<file path="src/rtl/muladd_if.sv">
// Request/response bundle for the shift-add multiply-accumulate unit.
// The requester drives go/a/b/c; the unit returns ready/error/res.
interface muladd_if #(parameter int WIDTH = 16);
  logic             go;
  logic [WIDTH-1:0] a;
  logic [WIDTH-1:0] b;
  logic [WIDTH-1:0] c;
  logic             ready;
  logic             error;
  logic [WIDTH-1:0] res;

  modport master (output go, a, b, c, input  ready, error, res);
  modport slave  (input  go, a, b, c, output ready, error, res);
endinterface

</file>
<file path="src/rtl/muladd.sv">
// Sequential res = a*b + c, one multiplier bit per cycle, fixed WIDTH-cycle latency.
// error flags any result that does not fit in WIDTH bits; res keeps the wrapped low bits.
module muladd #(
  parameter int WIDTH = 16
) (
  input  logic     clk,
  input  logic     rst_n,
  muladd_if.slave  bus
);

  localparam int CW = $clog2(WIDTH) + 1;

  typedef enum logic [1:0] {IDLE, BUSY, DONE} state_t;

  state_t             state_q, state_d;
  logic [2*WIDTH-1:0] mcand_q, mcand_d;
  logic [2*WIDTH-1:0] acc_q,   acc_d;
  logic [WIDTH-1:0]   mplier_q, mplier_d;
  logic [CW-1:0]      cnt_q,   cnt_d;
  logic [WIDTH-1:0]   res_q,   res_d;
  logic               err_q,   err_d;
  logic               rdy_q,   rdy_d;
  logic [2*WIDTH-1:0] acc_sum;

  // Accumulator cannot overflow 2*WIDTH bits, so no carry-out is kept.
  assign acc_sum = mplier_q[0] ? acc_q + mcand_q : acc_q;

  always_comb begin
    state_d  = state_q;
    mcand_d  = mcand_q;
    acc_d    = acc_q;
    mplier_d = mplier_q;
    cnt_d    = cnt_q;
    res_d    = res_q;
    err_d    = err_q;
    rdy_d    = rdy_q;
    case (state_q)
      IDLE, DONE: begin
        if (bus.go) begin
          mcand_d  = {{WIDTH{1'b0}}, bus.a};
          mplier_d = bus.b;
          acc_d    = {{WIDTH{1'b0}}, bus.c};
          cnt_d    = '0;
          rdy_d    = 1'b0;
          err_d    = 1'b0;
          state_d  = BUSY;
        end
      end
      BUSY: begin
        acc_d    = acc_sum;
        mcand_d  = mcand_q << 1;
        mplier_d = mplier_q >> 1;
        cnt_d    = cnt_q + 1'b1;
        if (cnt_q == CW'(WIDTH - 1)) begin
          state_d = DONE;
          res_d   = acc_sum[WIDTH-1:0];
          err_d   = |acc_sum[2*WIDTH-1:WIDTH];
          rdy_d   = 1'b1;
        end
      end
      default: state_d = IDLE;
    endcase
  end

  always_ff @(posedge clk or negedge rst_n) begin
    if (!rst_n) begin
      state_q  <= IDLE;
      mcand_q  <= '0;
      acc_q    <= '0;
      mplier_q <= '0;
      cnt_q    <= '0;
      res_q    <= '0;
      err_q    <= 1'b0;
      rdy_q    <= 1'b0;
    end else begin
      state_q  <= state_d;
      mcand_q  <= mcand_d;
      acc_q    <= acc_d;
      mplier_q <= mplier_d;
      cnt_q    <= cnt_d;
      res_q    <= res_d;
      err_q    <= err_d;
      rdy_q    <= rdy_d;
    end
  end

  assign bus.res   = res_q;
  assign bus.error = err_q;
  assign bus.ready = rdy_q;

endmodule

</file>
<file path="src/flat_wrapper.sv">
// flat-port wrapper written by rule: the top's interface ports become plain ports
module muladd_flat 
#(
  parameter int WIDTH = 16
)
  (clk, rst_n, bus_go, bus_a, bus_b, bus_c, bus_ready, bus_error, bus_res);
  muladd_if #(.WIDTH(WIDTH)) bus_i ();
  input  logic clk;
  input  logic rst_n;
  input wire logic [$bits(bus_i.go)-1:0] bus_go;
  input wire logic [$bits(bus_i.a)-1:0] bus_a;
  input wire logic [$bits(bus_i.b)-1:0] bus_b;
  input wire logic [$bits(bus_i.c)-1:0] bus_c;
  output wire logic [$bits(bus_i.ready)-1:0] bus_ready;
  output wire logic [$bits(bus_i.error)-1:0] bus_error;
  output wire logic [$bits(bus_i.res)-1:0] bus_res;
  assign bus_i.go = bus_go;
  assign bus_i.a = bus_a;
  assign bus_i.b = bus_b;
  assign bus_i.c = bus_c;
  assign bus_ready = bus_i.ready;
  assign bus_error = bus_i.error;
  assign bus_res = bus_i.res;
  muladd #(.WIDTH(WIDTH)) u_core (.clk(clk), .rst_n(rst_n), .bus(bus_i));
endmodule
</file>
<file path="config.mk">
export PLATFORM = sky130hd
export DESIGN_NAME = muladd_flat
export DESIGN_NICKNAME = d
export VERILOG_FILES = /design/src/rtl/muladd_if.sv /design/src/rtl/muladd.sv /design/src/flat_wrapper.sv
export SDC_FILE = /design/constraint.sdc
export NUM_CORES = 1
export LEC_CHECK = 0
export CAP_MARGIN = 20
export CORE_MARGIN = 5
export CORE_UTILIZATION = 50
export DETAILED_ROUTE_END_ITERATION = 6
export GPL_TIMING_DRIVEN = 0
export PLACE_DENSITY = 0.84
export SYNTH_ARGS = -nofsm -noshare
export SYNTH_HDL_FRONTEND = slang
export SYNTH_SLANG_ARGS = --single-unit
</file>
<file path="constraint.sdc">
create_clock -name clk -period 3.62 [get_ports clk]
set_input_delay 0.724 -clock clk [delete_from_list [all_inputs] [get_ports clk]]
set_output_delay 0.724 -clock clk [all_outputs]
set_load 0.02 [all_outputs]
</file>
==> metrics, run 1 <==
fin area=about 7500 um2; port bufs=between 60 and 70; ranking of synthesized cells by area=dfrtp_1 42%, nand2_1 7.7%, ha_1 6.6%; Netlist cell types=roughly 60; Post-Synth Adder-Cell Area=0.0696; I/O Pins=just under 70; Mean Syn Cell Area=9.11 um2; Tightest Pin Transition=0.897 ns; Post-Synthesis Net Count=roughly 770; first-pass GRT wire length=slightly above 30,000 um; period utilisation layout=0.945; total CTS buffers=9; diode count=0; dpl cell area=approximately 7000 um2; GPL Wtd Cong=1.05; Clock Tree Root=clkbuf_16; TNS Setup=0 ns; largest net degree at the start of global routing=76; Ys Warns=0; clock skew=~0.012 ns; Post-Syn Area=between 6000 and 7000 um2; DRC=0; crit end category=register; # H-tree levels=3; Seq/Total Area, Yosys=0.422; Cell Pwr Density=1060 nW/um2; post-synthesis mux area share=0.0241; RSZ-0062 raised after global routing=false; Starting Density=0.514; Synth Register Bits=~110; Slew HR=0.402; Yosys top cell area share=0.422; # setup viols final=0; top-count cell post-synth=nand2_1; clk buf depth=2; outcome=completed; Slew Limit Fails=0; critical path fanouts, max=4; latest clock arrival within the worst-skew pair=between 0.3 and 0.4 ns; post-synthesis cell count=between 600 and 700; Routed Wire Length=18,300 um; gr usage total=0.260; TritonCTS clock tree=done; fmax=between 200 and 300 MHz; DP HPWL=between 10,000 and 15,000 um; TritonRoute pass-1 iters=5; Die X=around 120 um; final antenna-violating net count=0; core area=12,100 um2; nets=between 800 and 900; Critical Path AT=3.64 ns; Max Cap Viol=0; P_leak=approximately 0.0033 uW; initial antenna violation count=0; Post-synth top flop=dfrtp_1; vias in the first global route=slightly below 6,000; Post-synth top cells=128 x nand2_1, 105 x dfrtp_1, 52 x o21ai_0; site row count=40; clk sink count=about 110; Die H=122 um; routed vias/inst=6.22; Worst-path clk slew=about 0.080 ns; area grow syn2layout=19.9%; cts-stage hold buffer count=0; global route total overflow=0; Die ar.=14,800 um2; CP required=approximately 3.8 ns; EDFF count, synth=0; largest family of logic cells by synthesized area=compound AO/OA/AOI/OAI gates; startpoint type of the worst setup path=register; Tmin final=between 3 and 4 ns; xor/xnor share of the synthesized area=0.0338; Worst Hold Class=in -> async; flop-to-flop setup slack=roughly 0.2 ns; share of post-route cells with drive strength above 1=0.0508; routed length per instance=roughly 20 um; post-CTS setup buffer count=0; Post-CTS Resized=0; kind of critical path=reg -> reg; final hold viol count=0; total number of vias=slightly below 6,000; worst vdd ir=between 0.5 and 0.6 mV; Design Power=a little under 8000 uW; async set-reset flop share out of synthesis=1.00; Detailed Route Iter0 Violations=about 510; Synth Area in Compound Gates=0.254; leading area contributor after synthesis=dfrtp_1; post-synthesis simple-gate area fraction=0.165
[kinds of logic (layout without fill, tap and decap cells)]
| family | after synthesis | after routing |
|---|---|---|
| compound gates | 228 | 228 |
| simple gates | 227 | 227 |
| flops | 105 | 105 |
| buf+inv | 50 | 135 |
| fa+ha+maj | 34 | 34 |
| xor+xnor | 24 | 24 |
| mux | 15 | 15 |
[report_power, final]
part	internal [uW]	switching [uW]	leakage (uW)
Sequential	1700	434	0.00134
Combinational	1810	2890	0.00185
Clock	564	490	0.000156
[placed cells by master, fill, tap and decap left out, types with 14 or more instances in the layout]
cell             count
nand2_1            128
a22oi_1             45
a21oi_1             36
nor2_1              26
xnor2_1             14
clkbuf_1            31
a22o_1              22
nand3_1             18
clkdlybuf4s50_1     67
mux2i_1             15
ha_1                33
dfrtp_1            105
o21ai_0             52
[layer usage]
| metal | share of wire | GRT usage | up-vias |
|---|---|---|---|
| li1 | - | - | 2662 |
| met3 | 0.072 | 0.0422 | 34 |
| met4 | 0.023 | 0.0959 | 0 |
| met2 | 0.47 | 0.420 | 250 |
| met5 | 0 | 0 | - |
| met1 | 0.43 | 0.354 | 2872 |
[registers in the layout, summed over array words and instances (netlist names)]
| signal | count |
|---|---|
| u_core.bus.error | 1 |
| u_core.state_q | 2 |
| u_core.acc_q | 32 |
| u_core.bus.res | 16 |
| u_core.mplier_q | 16 |
| u_core.bus.ready | 1 |
| u_core.cnt_q | 5 |
| u_core.mcand_q | 32 |
[critical path, cell delays in order, from the launching register on]
cell      delay (ns)
dfrtp_1         0.41
ha_1            0.24
fa_1            0.42
a21o_1          0.25
a221oi_4        0.40
nand2_4         0.13
a21bo_1         0.23
o311a_1         0.35
a21oi_2         0.13
nand4b_1        0.15
nor4_1          0.23
and4bb_1        0.24
a22oi_1         0.07
[worst paths after layout]
check,from,endpoint,cells after the start
hold / removal,rst_n,u_core.bus.res[9],1
setup / recovery,u_core.acc_q[0],u_core.bus.error,12
setup reg to reg,u_core.acc_q[0],u_core.bus.error,12
min in group clk,u_core.mplier_q[5],u_core.mplier_q[5],2
hold reg to reg,u_core.mplier_q[5],u_core.mplier_q[5],2
max in group asynchronous,rst_n,u_core.acc_q[20],2
[metrics by stage]
stage               hold slack [ns]   util  worst slack, ns  cells
floorplan                     0.428      -            0.677    683
global placement              0.460  0.587            -2.10    919
detailed placement            0.463  0.589            0.179    920
CTS                           0.319  0.615            0.150    936
global route                  0.337  0.616           0.0365    936
finish                        0.294  0.616            0.201    936
[layout make-up]
| type | instances | area (um2) |
|---|---|---|
| plain buffers | 42 | 168 |
| clock buffers | 10 | 239 |
| clock inverters | 6 | 73.8 |
| fillers | 1062 | 4650 |
| inverters | 8 | 30.0 |
| multi-input cells | 528 | 3400 |
| flip-flops and latches | 105 | 2630 |
| well taps | 168 | 210 |
| repair buffers | 69 | 706 |
No activity file was read; power rests on OpenSTA's default activity.
==> run 2, diff against run 1 <==
--- a/config.mk
+++ b/config.mk
@@ -5,6 +5,7 @@
 export SDC_FILE = /design/constraint.sdc
 export NUM_CORES = 1
 export LEC_CHECK = 0
+export ABC_CLOCK_PERIOD_IN_PS = 3620
 export CAP_MARGIN = 20
 export CORE_MARGIN = 5
 export CORE_UTILIZATION = 50
==> results of run 2 <==
Same layout as run 1: the final DEF is identical, and so are final timing and power.
==> run 3, diff against run 2 <==
--- a/config.mk
+++ b/config.mk
@@ -8,10 +8,10 @@
 export ABC_CLOCK_PERIOD_IN_PS = 3620
 export CAP_MARGIN = 20
 export CORE_MARGIN = 5
-export CORE_UTILIZATION = 50
+export CORE_UTILIZATION = 40
 export DETAILED_ROUTE_END_ITERATION = 6
 export GPL_TIMING_DRIVEN = 0
-export PLACE_DENSITY = 0.84
+export PLACE_DENSITY = 0.72
 export SYNTH_ARGS = -nofsm -noshare
 export SYNTH_HDL_FRONTEND = slang
 export SYNTH_SLANG_ARGS = --single-unit
==> constraint.sdc (replaced) <==
create_clock -name clk -period 3.62 [get_ports clk]
set_input_delay 0.724 -clock clk [delete_from_list [all_inputs] [get_ports clk]]
set_output_delay 0.724 -clock clk [all_outputs]
set_load 0.05 [all_outputs]
==> run 3 against run 2 <==
Compared with the run above: via count is 3.8% lower; non-clock buffer count stayed put; sequential power hardly changed; clock skew is 0.0011 ns higher; final cell count is 4.6% higher; register-to-register slack worse by 0.07 ns; sequential cell count stayed put; count of clock-buffer cells in the layout is 1 lower; utilization is 12 points lower; clock power is 6% lower; critical endpoint unchanged; largest cell class unchanged.
==> metrics, run 3 (same netlist as run 1, synthesis figures left out) <==
worst vdd ir=0.639 mV (+11%); critical path fanouts, max=4 (unchanged); routed length per instance=18.5 um (-5.8%); Tmin final=3.49 ns (+0.0697 ns); Inst Count DP=963 (+4.7%); critical path's largest stage delay=0.42 ns (about the same); Clock Tree Root=clkbuf_16; global route total overflow=0 (unchanged); Die ar.=18,100 um2 (+23%); Worst Hold Slack=0.417 ns (+0.123 ns); diode count=0 (unchanged); Starting Density=0.408 (-0.106); Detailed Route Iter0 Violations=396 (-22%); total CTS buffers=9 (unchanged); CP max-delay cell=fa_1; Tightest Pin Transition=0.916 ns (+0.0189 ns); area grow syn2layout=20.7%; TritonCTS clock tree=done; worst slack, placed=0.209 ns (+0.0302 ns); clk sink count=105 (unchanged); gr usage total=0.202 (-0.0575); CP required=3.83 ns (about the same); Routed Wire Length=18,100 um (-1.4%); GPL Wtd Cong=0.927 (-11%); worst path cell trace=ha_1 -> fa_1 -> a21o_1 -> a221oi_4 -> nand2_4 -> a21bo_1 -> o311a_1 -> a21oi_2 -> nand4b_1 -> nor4_1 -> and4bb_1 -> a22oi_1; final antenna-violating net count=0 (unchanged); Largest regs=u_core.acc_q (32), u_core.mcand_q (32); port bufs=68 (unchanged); Worst Hold Class=in -> async; crit end category=register; vias in the first global route=5,479 (-5.9%); kind of critical path=reg -> reg; site row count=45 (+13%); Max Cap Viol=0 (unchanged); core area=15,300 um2 (+26%); fin cells=979 (+4.6%); TritonRoute pass-1 iters=5 (unchanged); Die H=135 um (+11%); initial antenna violation count=0 (unchanged); # H-tree levels=3 (unchanged); P_leak=0.00333 uW (-0.15%); DP HPWL=13,500 um (-1.7%); share of post-route cells with drive strength above 1=0.0534 (+0.00260); # setup viols final=0 (unchanged); Slew HR=0.389 (-0.0126); final hold viol count=0 (unchanged); nets=848 (unchanged); startpoint type of the worst setup path=register; Slew Limit Fails=0 (unchanged); Worst-path clk slew=0.08 ns (about the same); latest clock arrival within the worst-skew pair=0.36 ns (about the same); Die X=135 um (+11%); total number of vias=5,597 (-3.8%); first-pass GRT wire length=29,100 um (-3.6%); period utilisation layout=0.964 (+0.0192); Cell Pwr Density=1060 nW/um2 (+0.10%); routed vias/inst=5.72 (-8.0%); fmax=287 MHz (-2.0%); largest net degree at the start of global routing=58 (-24%); commonest non-fill, non-tap cell in the layout=nand2_1; I/O Pins=69 (unchanged); outcome=completed; clock skew=0.0129 ns (+0.00110 ns); setup ws final=0.131 ns (-0.0697 ns); most frequent cells in the layout=128 x nand2_1, 105 x dfrtp_1, 67 x clkdlybuf4s50_1, 52 x o21ai_0, 45 x a22oi_1; clk buf depth=2 (unchanged); DRC=0 (unchanged); Critical Path AT=3.70 ns (+0.06 ns); cts-stage hold buffer count=0 (unchanged)
==> run 3: cell types whose count changed in the layout (fill, tap and decap cells not counted), sizes merged <==
cell and delta:
inv +1, bufinv -1, clkbuf -1, clkinv +1
==> run 3: routing by layer <==
layer  vias to the layer above  global-route usage  part of all wire
li1                       2669                   -                 -
met2                       171               0.321              0.45
met3                        31              0.0414             0.059
met5                         -                   0                 0
met4                         0              0.0571             0.024
met1                      2726               0.282              0.47
==> run 3: critical path, delay by kind of cell (launching register included) <==
kind            cells  cell delay (ns)
flops               1             0.40
fa+ha+maj           2             0.65
compound gates      6             1.42
simple gates        4             0.86
==> run 3: layout make-up <==
class                   instances  area, um2
flip-flops and latches        105       2630
inverters                       8       30.0
well taps                     211        264
clock buffers                   9        225
fillers                      1455       7750
repair buffers                 69        706
multi-input cells             528       3420
plain buffers                  42        168
clock inverters                 7       73.8
==> run 3: final timing paths <==
path / slack (ns) / cells after the start / endpoint / start
max: 0.13 / 12 / u_core.bus.error / u_core.acc_q[0]
min: 0.42 / 1 / u_core.bus.res[11] / rst_n
max reg2reg: 0.13 / 12 / u_core.bus.error / u_core.acc_q[0]
min reg2reg: 0.48 / 2 / u_core.mplier_q[11] / u_core.mplier_q[11]
max in group asynchronous: 2.49 / 2 / u_core.mplier_q[3] / rst_n
min in group clk: 0.48 / 2 / u_core.mplier_q[11] / u_core.mplier_q[11]
==> run 3: repair_timing <==
| item | 4_1_cts | 5_1_grt |
|---|---|---|
| resized for setup | 0 | 4 |
| setup buffers | 0 | 0 |
| endpoints found under the setup margin | 0 | 1 |
==> run 3: per-stage QoR <==
step	area (um2)	power, uW	TNS [ns]	utilization
after floorplan	6220	5530	0	-
after global placement	7170	6770	-242.53	0.470
after detailed placement	7190	6830	0	0.471
after CTS	7490	7840	0	0.491
after global routing	7510	8540	-0.0555	0.492
final	7510	7950	0	0.492
==> run 3: power by group <==
group          switching, uW  leakage, uW  internal (uW)
logic                   3030      0.00185           1810
registers                422      0.00134           1700
clock network            498     0.000149            489
total                   3950      0.00333           4000
